**src/rtl/data_word_access_ctrl_pkg.sv**
```systemverilog
// Shared definitions for the data word access controller: command codes, FSM
// state encodings and default geometry.
package data_word_access_ctrl_pkg;

  localparam int AW_DEF    = 16;
  localparam int DW_DEF    = 32;
  localparam int DEPTH_DEF = 4096;

  typedef enum logic [1:0] {
    CMD_RDW = 2'b00,
    CMD_WRW = 2'b01,
    CMD_RDB = 2'b10,
    CMD_WRB = 2'b11
  } cmd_e;

  typedef enum logic [2:0] {
    ST_IDLE = 3'd0,
    ST_WR   = 3'd1,
    ST_RD_A = 3'd2,
    ST_RD_D = 3'd3,
    ST_RSP  = 3'd4
  } state_e;

endpackage

```
**src/rtl/dmem_bit_merge.sv**
```systemverilog
// Combinational bit merge/extract: replaces one bit of a word and returns the
// original value of that bit.
module dmem_bit_merge #(
  parameter int DW = 32,
  parameter int BW = 5
) (
  input  logic [DW-1:0] word,
  input  logic [BW-1:0] bit_sel,
  input  logic          bit_val,
  output logic [DW-1:0] merged,
  output logic          bit_out
);

  always_comb begin
    merged          = word;
    merged[bit_sel] = bit_val;
  end

  assign bit_out = word[bit_sel];

endmodule

```
**src/rtl/data_word_access_ctrl.sv**
```systemverilog
// Initiator for the data word RAM port: word load/store plus bit read and bit
// read-modify-write (bit commands only when DMEM_BIT_ACCESS_EN is defined).
//
// state   | meaning
// IDLE    | waiting for REQ
// WR      | memory write cycle (word store or final RMW cycle), DONE high
// RD_A    | read address presented to memory
// RD_D    | read data returned by memory, captured at end of cycle
// RSP     | read result or error reported, DONE high
module data_word_access_ctrl
  import data_word_access_ctrl_pkg::*;
#(
  parameter int AW    = AW_DEF,
  parameter int DW    = DW_DEF,
  parameter int BW    = $clog2(DW),
  parameter int DEPTH = DEPTH_DEF
) (
  input  logic          CLK,
  input  logic          RST,
  input  logic          REQ,
  input  logic [1:0]    CMD,
  input  logic [AW-1:0] ADDR,
  input  logic [BW-1:0] BIT_SEL,
  input  logic [DW-1:0] WDATA,
  output logic          BUSY,
  output logic          DONE,
  output logic          ERR,
  output logic [DW-1:0] RDATA,
  output logic          M_WE,
  output logic [AW-1:0] M_A,
  output logic [DW-1:0] M_DI,
  input  logic [DW-1:0] M_DQ
);

  state_e        state, state_nxt;
  logic          done_q, done_nxt;
  logic          err_q, err_nxt;
  logic          we_q, we_nxt;
  logic [AW-1:0] a_q, a_nxt;
  logic [DW-1:0] di_q, di_nxt;
  logic [DW-1:0] rdata_q, rdata_nxt;
  logic          in_range;
  logic          cmd_ok;

  assign in_range = ({1'b0, ADDR} < (AW+1)'(DEPTH));

`ifdef DMEM_BIT_ACCESS_EN
  cmd_e          cmd_q;
  logic [BW-1:0] bit_sel_q;
  logic          bit_val_q;
  logic          latch;
  logic [DW-1:0] merged;
  logic          bit_out;

  assign cmd_ok = 1'b1;

  dmem_bit_merge #(.DW(DW), .BW(BW)) u_merge (
    .word    (M_DQ),
    .bit_sel (bit_sel_q),
    .bit_val (bit_val_q),
    .merged  (merged),
    .bit_out (bit_out)
  );
`else
  logic unused_bit_sel;

  assign cmd_ok         = ~CMD[1];
  assign unused_bit_sel = ^BIT_SEL;
`endif

  always_comb begin
    state_nxt = state;
    done_nxt  = 1'b0;
    err_nxt   = 1'b0;
    we_nxt    = 1'b0;
    a_nxt     = a_q;
    di_nxt    = di_q;
    rdata_nxt = rdata_q;
`ifdef DMEM_BIT_ACCESS_EN
    latch     = 1'b0;
`endif
    case (state)
      ST_IDLE: begin
        if (REQ) begin
`ifdef DMEM_BIT_ACCESS_EN
          latch = 1'b1;
`endif
          if (!in_range || !cmd_ok) begin
            state_nxt = ST_RSP;
            done_nxt  = 1'b1;
            err_nxt   = 1'b1;
            if (CMD != CMD_WRW) rdata_nxt = '0;
          end else if (CMD == CMD_WRW) begin
            state_nxt = ST_WR;
            we_nxt    = 1'b1;
            a_nxt     = ADDR;
            di_nxt    = WDATA;
            done_nxt  = 1'b1;
          end else begin
            state_nxt = ST_RD_A;
            a_nxt     = ADDR;
          end
        end
      end
      ST_RD_A: state_nxt = ST_RD_D;
      ST_RD_D: begin
        done_nxt = 1'b1;
`ifdef DMEM_BIT_ACCESS_EN
        if (cmd_q == CMD_WRB) begin
          state_nxt = ST_WR;
          we_nxt    = 1'b1;
          di_nxt    = merged;
        end else if (cmd_q == CMD_RDB) begin
          state_nxt = ST_RSP;
          rdata_nxt = {{(DW-1){1'b0}}, bit_out};
        end else begin
          state_nxt = ST_RSP;
          rdata_nxt = M_DQ;
        end
`else
        state_nxt = ST_RSP;
        rdata_nxt = M_DQ;
`endif
      end
      ST_WR, ST_RSP: state_nxt = ST_IDLE;
      default: state_nxt = ST_IDLE;
    endcase
  end

  always_ff @(posedge CLK) begin
    if (RST) begin
      state   <= ST_IDLE;
      done_q  <= 1'b0;
      err_q   <= 1'b0;
      we_q    <= 1'b0;
      a_q     <= '0;
      di_q    <= '0;
      rdata_q <= '0;
`ifdef DMEM_BIT_ACCESS_EN
      cmd_q     <= CMD_RDW;
      bit_sel_q <= '0;
      bit_val_q <= 1'b0;
`endif
    end else begin
      state   <= state_nxt;
      done_q  <= done_nxt;
      err_q   <= err_nxt;
      we_q    <= we_nxt;
      a_q     <= a_nxt;
      di_q    <= di_nxt;
      rdata_q <= rdata_nxt;
`ifdef DMEM_BIT_ACCESS_EN
      if (latch) begin
        cmd_q     <= cmd_e'(CMD);
        bit_sel_q <= BIT_SEL;
        bit_val_q <= WDATA[0];
      end
`endif
    end
  end

  assign BUSY  = (state != ST_IDLE);
  assign DONE  = done_q;
  assign ERR   = err_q;
  assign RDATA = rdata_q;
  assign M_WE  = we_q;
  assign M_A   = a_q;
  assign M_DI  = di_q;

endmodule

```
**config.mk**
```make
export PLATFORM = sky130hd
export DESIGN_NAME = data_word_access_ctrl
export DESIGN_NICKNAME = d
export VERILOG_FILES = /design/src/rtl/data_word_access_ctrl_pkg.sv /design/src/rtl/dmem_bit_merge.sv /design/src/rtl/data_word_access_ctrl.sv
export SDC_FILE = /design/constraint.sdc
export NUM_CORES = 1
export LEC_CHECK = 0
export BUFFER_PORTS_ARGS = -buffer_cell sky130_fd_sc_hd__buf_2
export CAP_MARGIN = 25
export CELL_PAD_IN_SITES_DETAIL_PLACEMENT = 0
export CELL_PAD_IN_SITES_GLOBAL_PLACEMENT = 1
export CORE_ASPECT_RATIO = 0.6
export CORE_MARGIN = 1.5
export CORE_UTILIZATION = 32
export DETAILED_ROUTE_END_ITERATION = 8
export GPL_ROUTABILITY_DRIVEN = 0
export PLACE_DENSITY = 0.82
export SLEW_MARGIN = 25
export SYNTH_ARGS = -nofsm -noshare
export SYNTH_HDL_FRONTEND = slang
export SYNTH_SLANG_ARGS = --single-unit
```
**constraint.sdc**
```tcl
create_clock -name CLK -period 1.6 [get_ports CLK]
set_input_delay 0.16 -clock CLK [delete_from_list [all_inputs] [get_ports CLK]]
set_output_delay 0.16 -clock CLK [all_outputs]
set_load 0.02 [all_outputs]
```
---- Word-level counts from Yosys, hierarchy flattened ----
Cells that the tools add are included.
word-level totals
  input port bits ......................... 90
  register bits ........................... 86
operators by class
  magnitude comparators ................... 1
  bitwise gates (word level) .............. 3
  reduce and logical (&&, ||, !) cells .... 10
  mux-type cells .......................... 13
  equality and inequality tests ........... 7
operators by type and width
  operator                count
  $mux W32                3
  $pmux W32 S2            1
  $lt A16 B13 Y1 const B  1
  $pmux W3 S3             1
  $reduce_and A4 Y1       2
  $eq A3 B2 Y1 const B    2
  $mux W3                 2
  $ne A2 B2 Y1 const B    3
  $mux W1                 4
  $reduce_or A4 Y1        1
  $logic_not A3 Y1        1
  $not A1 Y1              3
  $reduce_and A3 Y1       1
  $reduce_bool A3 Y1      1
  $reduce_or A3 Y1        1
  $eq A2 B1 Y1 const B    1
  $mux W2                 1
  $ne A2 B1 Y1 const B    1
  $pmux W1 S2             1
  $reduce_bool A2 Y1      1
  $logic_not A1 Y1        1
  $logic_or A1 B1 Y1      1

---- Depth between registers and ports, before layout ----
Gate-level depths: netlist (run 1).
  word-level depth ........................ 6
  depth in mapped cells ................... 6

---- Worst setup path before layout (run 1) ----
No wires, ideal clock.
  kind .................................... flip-flop to flip-flop
  start point ............................. register state[0]
  end point ............................... register di_q[0], in the netlist M_DI[0]
  cell stages (with the launch flop) ...... 6
  slack ................................... -0.155 ns
  data arrival time ....................... 1.683 ns
  library setup time ...................... 0.072 ns
  data required time ...................... 1.528 ns
  cell sequence ........................... dfxtp_1 > or4b_1 > buf_2 > nor4_4 > buf_6 > mux2i_1
between the ends
  longest elaborated chain between the ends .. 2
ends and longest elaborated chain
  item                                line                          source
  start, declared                     data_word_access_ctrl.sv:35   state_e state, state_nxt;
  start signal, assigned              data_word_access_ctrl.sv:145  state <= state_nxt;
  $logic_not A3 Y1                    data_word_access_ctrl.sv:82   case (state)
  $reduce_and A4 Y1 (no source line)  -
  end signal, assigned                data_word_access_ctrl.sv:150  di_q <= di_nxt;
  end, declared                       data_word_access_ctrl.sv:40   logic [DW-1:0] di_q, di_nxt;
No other way between the ends.
A chain may end at the register's enable or synchronous reset.

---- Worst setup path after layout (run 1) ----
  start point ............................. register state[2]
  end point ............................... register a_q[1], in the netlist M_A[1]
between the ends
  longest elaborated chain between the ends .. 2
ends and longest elaborated chain
  item                                line                          source
  $logic_not A3 Y1                    data_word_access_ctrl.sv:82
  $reduce_and A3 Y1 (no source line)  -
  end signal, assigned                data_word_access_ctrl.sv:149  a_q <= a_nxt;
  end, declared                       data_word_access_ctrl.sv:39   logic [AW-1:0] a_q, a_nxt;
No other way between the ends.

==> results of run 1 <==
## cells in the mapped netlist (all sizes together) (2+ instances only)
library cell | count | area share [%]
o22ai | 32 | 4.9
nor3b | 4 | 0.73
mux2i | 44 | 11
dfxtp | 86 | 42
nand2 | 2 | 0.18
inv | 2 | 0.18
o21a | 3 | 0.55
nor4 | 2 | 0.67
a211oi | 33 | 9.6
nor3 | 5 | 0.88
buf | 9 | 2.3
clkbuf | 34 | 3.1
nor2b | 33 | 5.0
nor4b | 2 | 0.42
nand2b | 88 | 13
a21oi | 32 | 3.9
## final cells by class
| type | count | area [sq um] | area share [%] |
|---|---|---|---|
| Multi-Input combinational cell | 288 | 2220 | 39.1 |
| Timing Repair Buffer | 197 | 1210 | 21.2 |
| Clock inverter | 6 | 73.8 | 1.30 |
| Tap cell | 165 | 206 | 3.64 |
| Inverter | 2 | 7.51 | 0.132 |
| Clock buffer | 10 | 239 | 4.21 |
| Sequential cell | 86 | 1720 | 30.4 |
## metal layers
metal	up-vias	share of wire, %	wire length, um	GRT usage, %
met5	-	0	0	0
met2	91	47	5460	27.7
met1	1708	47	5420	21.9
met4	0	1.0	121	5.03
li1	1807	-	-	-
met3	13	5.1	592	4.87
## critical path, stage by stage, from the launching register on
cell and delay [ns]:
dfxtp_2 0.33, or4b_4 0.56, buf_4 0.17, nor3_4 0.15
buf_12 0.19, mux2i_1 0.22
## sequential cells by signal, indices dropped and copies added (netlist names)
| signal | flops |
|---|---|
| M_DI | 32 |
| M_A | 16 |
| state | 3 |
| M_WE | 1 |
| ERR | 1 |
| DONE | 1 |
| RDATA | 32 |
## cells by family (layout without fill, tap and decap cells)
family / Yosys count / in the layout / synth area share, %
simple gates: 142 / 142 / 22.4
mux: 44 / 44 / 10.7
flops: 86 / 86 / 41.7
buf+inv: 45 / 215 / 5.58
compound gates: 102 / 102 / 19.6
## power groups by stage
stage / logic [mW] / registers [mW] / clock network, mW
after floorplan: 0.300 / 2.21 / 0
after global placement: 0.493 / 2.20 / 0
after detailed placement: 0.505 / 2.20 / 0
after CTS: 0.515 / 2.15 / 2.29
after global routing: 0.561 / 2.15 / 2.39
final: 0.516 / 2.15 / 2.22
## stage by stage
step	TNS (ns)	instance area (sq um)	worst slack [ns]	utilization [%]	hold slack (ns)
2_1_floorplan	-9.67	4160	-0.146	-	0.315
3_3_place_gp	-12.67	5230	-0.209	42.5	0.423
3_5_place_dp	-15.22	5230	-0.255	42.5	0.431
4_1_cts	-2.34	5640	-0.103	45.9	0.0622
5_1_grt	-5.83	5680	-0.159	46.2	0.0732
6_report	-2.04	5680	-0.0912	46.2	0.0681
## worst max-delay path by stage
stage / slack [ns] / to / from / cells after the start
2_1_floorplan: -0.15 / M_DI[0]$_SDFFE_PP0P_ / state[0]$_SDFFE_PP0N_ / 5
3_3_place_gp: -0.21 / RDATA[18]$_SDFFE_PP0P_ / ADDR[15] / 5
3_5_place_dp: -0.26 / M_DI[15]$_SDFFE_PP0P_ / ADDR[15] / 6
4_1_cts: -0.10 / M_A[1]$_SDFFE_PP0P_ / state[2]$_SDFFE_PP0N_ / 5
5_1_grt: -0.16 / M_DI[9]$_SDFFE_PP0P_ / state[2]$_SDFFE_PP0N_ / 5
6_report: -0.09 / M_A[1]$_SDFFE_PP0P_ / state[2]$_SDFFE_PP0N_ / 5
## what timing repair did
action / in CTS / in global routing
setup endpoints to repair: 50 / 51
gates cloned: 2 / 1
hold buffers: 0 / 0
setup buffers: 4 / 0
endpoints found under the hold margin: 0 / 0
gates resized for setup: 8 / 3
==> flow_summary_export.csv, run 1 <==
group,metric,value,unit
timing,layout_setup_ws,-0.0912,ns
setup_path,crit_type,"flop to flop",
global_route,globalRouteOverflowTotal,0,
detailed_routing,drc,0,
cts,clock-root-buffer,"clkbuf_16",
synthesis,avgSynthCellArea,9.85,sq um
timing,finalHoldViolations,0,
hold_path,hold_start,"ADDR[9]",
setup_path,rr_endpoint,"M_A[1]$_SDFFE_PP0P_",
power_and_ir_drop,leakage,2.35,nW
hold_path,hp-class,"input pin to flop",
layout,final_common_cell,"buf_2",
global_route,groute.usage.overall,17.1,%
setup_path,cp.required,1.86,ns
setup_path,end_kind,"flop",
power_and_ir_drop,pwr-share-comb,10.5,%
cts,cts_htree_levels,3,
layout,final_cell_mix,"buf_2, nand2b_1, dfxtp_1",
hold_path,hold_path_depth,3,
synthesis,ys_ff_latch,86,
floorplanning,pin_count,174,
setup_path,startpoint_type,"flop",
global_route,grt_max_degree,51,
detailed_routing,wl_per_cell,15.4,um
synthesis,synthDistinctLibCells,28,
layout,stdcell_count,754,
setup_path,r2r_setup_slack,-0.09,ns
floorplanning,die_h,91.0,um
power_and_ir_drop,switching_share,24.8,%
timing,rsz0062_at_grt,"true",
floorplanning,dieWidth,150,um
power_and_ir_drop,p_switching,1.21,mW
synthesis,synthArstFlopShare,0,%
power_and_ir_drop,clkPwrFrac,45.4,%
setup_path,rr_startpoint,"state[2]$_SDFFE_PP0N_",
outcome,failed_checks,"setup timing",
place,post-dp-hpwl,7950,um
synthesis,netlist_instances,419,
power_and_ir_drop,p_seq_share,44.0,%
floorplanning,initial_core_util,33.6,%
layout,syn_to_final_growth,37.6,%
place,placed_cells,731,
setup_path,arrival,1.95,ns
synthesis,syn_nets,509,
detailed_routing,ant_nets,0,
synthesis,synth-edff-count,0,
layout,drive_gt1_share,44.0,%
timing,drv_slew,0,
power_and_ir_drop,p_int,3.68,mW
cts,clk_pin_slew_worst_paths,0.07,ns
detailed_routing,dr.pass1.iters,4,
synthesis,synth_area,4130,sq um
power_and_ir_drop,ir_worst_vdd,452,uV
flow_run,drv_cap,0,
synthesis,ys.flop_type,"dfxtp_1",
hold_path,holdPathEnd,"M_A[9]$_SDFFE_PP0P_",
cts,cts_buffer_depth,2,
timing,setup_viol,48,
global_route,grt_pass1_wl,18400,um
timing,fmax,591,MHz
floorplanning,fp-row-count,31,
setup_path,cp_max_fo,16,
power_and_ir_drop,powerDensity,861,nW/um^2
detailed_routing,dr.first_iter.drc_count,112,
cts,cts_buffers,9,
cts,cts_tree,"yes",
timing,period_minus_slack,1.69,ns
layout,num-nets-final,674,
timing,fin_skew,0.00856,ns
outcome,status,"finished with violations",
synthesis,seq_area_frac_synth,41.7,%
floorplanning,design.core.area,12300,sq um
synthesis,ys_warn_count,0,
global_route,antenna_found_initial,0,
floorplanning,dieArea,13600,sq um
timing,worst_slew_pin_slew,0.330,ns
cts,numClockSinks,86,
cts,clkLatencyLatePin,0.34,ns
power_and_ir_drop,fin_total_pwr,4.89,mW
detailed_routing,avgViaCountPerCell,4.80,
detailed_routing,via_count,3619,
layout,diodes,0,
layout,fill_cells,1167,
detailed_routing,routed_wl,11600,um
setup_path,reg2reg_depth,5,
timing,min_period_over_period,106,%
timing,relSlewSlack,78.0,%
global_route,grt_pass1_vias,3627,
place,portBuffers,168,
Power figures use the tool's default switching activity.
==> inputs of run 2 (changes only) <==
Clock period 1.6 ns to 1.4 ns, I/O delays scaled along.
==> run 2 against run 1 <==
Effect of this change:
- the run still ends with setup timing left
- global-route usage shrank 0.23 points
- core utilization grew 0.30 points
- worst setup slack lost 0.20 ns
- sequential share of layout area shrank 0.19 points
- clock power grew 9.9%
- first-iteration DRC count grew 38%
- maximum frequency shrank 0.13%
- worst hold slack lost 0.015 ns
- die area is the same
- combinational power grew 15%
- via count grew 0.64%
- wire length shrank 0.38%
- critical path type unchanged
- critical endpoint is now M_DI[17]$_SDFFE_PP0P_
- largest cell class unchanged
- highest routed layer unchanged
==> flow_summary_export.csv, run 2 (synthesis gave the netlist of run 1 again) <==
group,metric,value,unit
outcome,status,"finished with violations",
outcome,failed_checks,"setup timing",
setup_path,r2r_setup_slack,-0.29,ns
power_and_ir_drop,leakage,2.35,nW
layout,stdcell_count,754,
setup_path,rr_startpoint,"state[2]$_SDFFE_PP0N_",
cts,clk_pin_slew_worst_paths,0.07,ns
layout,num-nets-final,674,
timing,finalHoldViolations,0,
cts,numClockSinks,86,
floorplanning,fp-row-count,31,
setup_path,slowest_stage,"or4b_4",
layout,syn_to_final_growth,38.5,%
floorplanning,initial_core_util,33.6,%
floorplanning,die_h,91.0,um
setup_path,end_kind,"flop",
layout,final_cell_mix,"buf_2, nand2b_1, dfxtp_1",
place,post-dp-hpwl,7930,um
cts,cts_tree,"yes",
setup_path,crit_type,"flop to flop",
detailed_routing,wl_per_cell,15.3,um
detailed_routing,ant_nets,0,
timing,layout_setup_ws,-0.293,ns
floorplanning,dieArea,13600,sq um
layout,final_area,5710,sq um
cts,clock-root-buffer,"clkbuf_16",
setup_path,startpoint_type,"flop",
layout,final_common_cell,"buf_2",
timing,fin_skew,0.00678,ns
timing,worst_slew_pin_slew,0.426,ns
timing,min_period_over_period,121,%
setup_path,rr_endpoint,"M_DI[17]$_SDFFE_PP0P_",
floorplanning,dieWidth,150,um
timing,relSlewSlack,71.6,%
global_route,antenna_found_initial,0,
layout,diodes,0,
timing,drv_slew,0,
timing,setup_viol,84,
setup_path,cpPeakStageDelay,0.56,ns
power_and_ir_drop,powerDensity,961,nW/um^2
setup_path,cp.buffers_inverters,2,
cts,cts_buffer_depth,2,
timing,period_minus_slack,1.69,ns
global_route,groute.usage.overall,16.8,%
global_route,grt_pass1_vias,3639,
setup_path,cp.required,1.66,ns
global_route,globalRouteOverflowTotal,0,
flow_run,drv_cap,0,
cts,hold_buffers,0,
cts,clkLatencyLatePin,0.34,ns
place,portBuffers,168,
detailed_routing,dr.first_iter.drc_count,154,
detailed_routing,drc,0,
power_and_ir_drop,ir_worst_vdd,561,uV
hold_path,hp-class,"input pin to flop",
hold_path,hold_path_depth,3,
setup_path,cpLargestDelayFamily,"simple AND/OR/NAND/NOR gates",
setup_path,cp_max_fo,8,
timing,rsz0062_at_grt,"true",
hold_path,hold_start,"ADDR[7]",
setup_path,reg2reg_depth,5,
setup_path,cp_cell_sequence,"or4b_4 > nor4_4 > buf_6 > buf_12 > mux2i_1",
detailed_routing,avgViaCountPerCell,4.83,
layout,fill_cells,1144,
detailed_routing,via_count,3642,
cts,cts_htree_levels,3,
floorplanning,pin_count,174,
floorplanning,design.core.area,12300,sq um
timing,fmax,591,MHz
place,dpl_cell_area,5280,sq um
setup_path,arrival,1.95,ns
detailed_routing,dr.pass1.iters,4,
global_route,grt_max_degree,66,
place,placed_cells,733,
global_route,grt_pass1_wl,18100,um
detailed_routing,routed_wl,11600,um
hold_path,holdPathEnd,"M_A[7]$_SDFFE_PP0P_",
cts,cts_buffers,9,
layout,drive_gt1_share,44.3,%
==> run 2: cell types whose count changed in the layout (fill, tap and decap cells not counted), moves of 2 or more <==
cell	before	now
clkinvlp_4	0	3
buf_4	18	13
a211oi_2	31	33
buf_6	2	4
a211oi_1	2	0
inv_6	4	2
==> run 2: layout make-up <==
type,instances,area (sq um),share of cell area (%)
Clock buffer,10,229,4.01
Clock inverter,6,70.1,1.23
Inverter,2,7.51,0.131
Multi-Input combinational cell,288,2230,39.1
Sequential cell,86,1720,30.2
Tap cell,165,206,3.61
Timing Repair Buffer,197,1240,21.8
==> run 2: tightest hold or removal path, stage by stage <==
cell and delay, ns:
buf_2 0.09, nand2b_1 0.05, mux2i_1 0.06
==> run 2: worst max path at each step <==
stage                            endpoint                  start  depth (start not counted)  slack (ns)
floorplan            M_DI[0]$_SDFFE_PP0P_  state[0]$_SDFFE_PP0N_                          5       -0.35
finish              M_DI[17]$_SDFFE_PP0P_  state[2]$_SDFFE_PP0N_                          5       -0.29
CTS                  M_DI[3]$_SDFFE_PP0P_  state[2]$_SDFFE_PP0N_                          5       -0.33
detailed placement  M_DI[17]$_SDFFE_PP0P_               ADDR[15]                          6       -0.48
global route        M_DI[22]$_SDFFE_PP0P_  state[2]$_SDFFE_PP0N_                          5       -0.34
global placement    M_DI[24]$_SDFFE_PP0P_               ADDR[15]                          6       -0.39
==> run 2: what timing repair did <==
item                                    in CTS  in global routing
pin swaps                                    3                  1
buffers inserted                             1                  0
endpoints found under the setup margin      84                 85
resized for setup                           10                  3
cloned                                       3                  1
hold endpoints to repair                     0                  0
==> run 2: power by group <==
part           switching (mW)  total, mW  leakage, nW  internal [mW]
sequential            0.00453       2.46        0.694           2.46
clock                    1.04       2.44        0.136           1.40
combinational           0.307      0.592         1.52          0.286
==> run 2: layer usage <==
layer | share of wire, % | global-route usage [%] | vias to the layer above
met5 | 0 | 0 | -
met4 | 1.6 | 5.53 | 0
met3 | 4.8 | 4.52 | 15
met2 | 46 | 27.0 | 92
met1 | 48 | 21.8 | 1739
li1 | - | - | 1796
==> run 2: stage by stage <==
| step | TNS, ns | power [mW] | hold WS, ns | worst slack (ns) | util, % |
|---|---|---|---|---|---|
| final | -17.20 | 5.49 | 0.0528 | -0.293 | 46.5 |
| after global routing | -22.63 | 5.71 | 0.0529 | -0.342 | 46.5 |
| after CTS | -19.07 | 5.56 | 0.0450 | -0.334 | 46.2 |
| after detailed placement | -30.45 | 3.09 | 0.409 | -0.479 | 42.9 |
| after global placement | -28.25 | 3.08 | 0.401 | -0.394 | 42.9 |
| after floorplan | -25.00 | 2.87 | 0.295 | -0.346 | - |
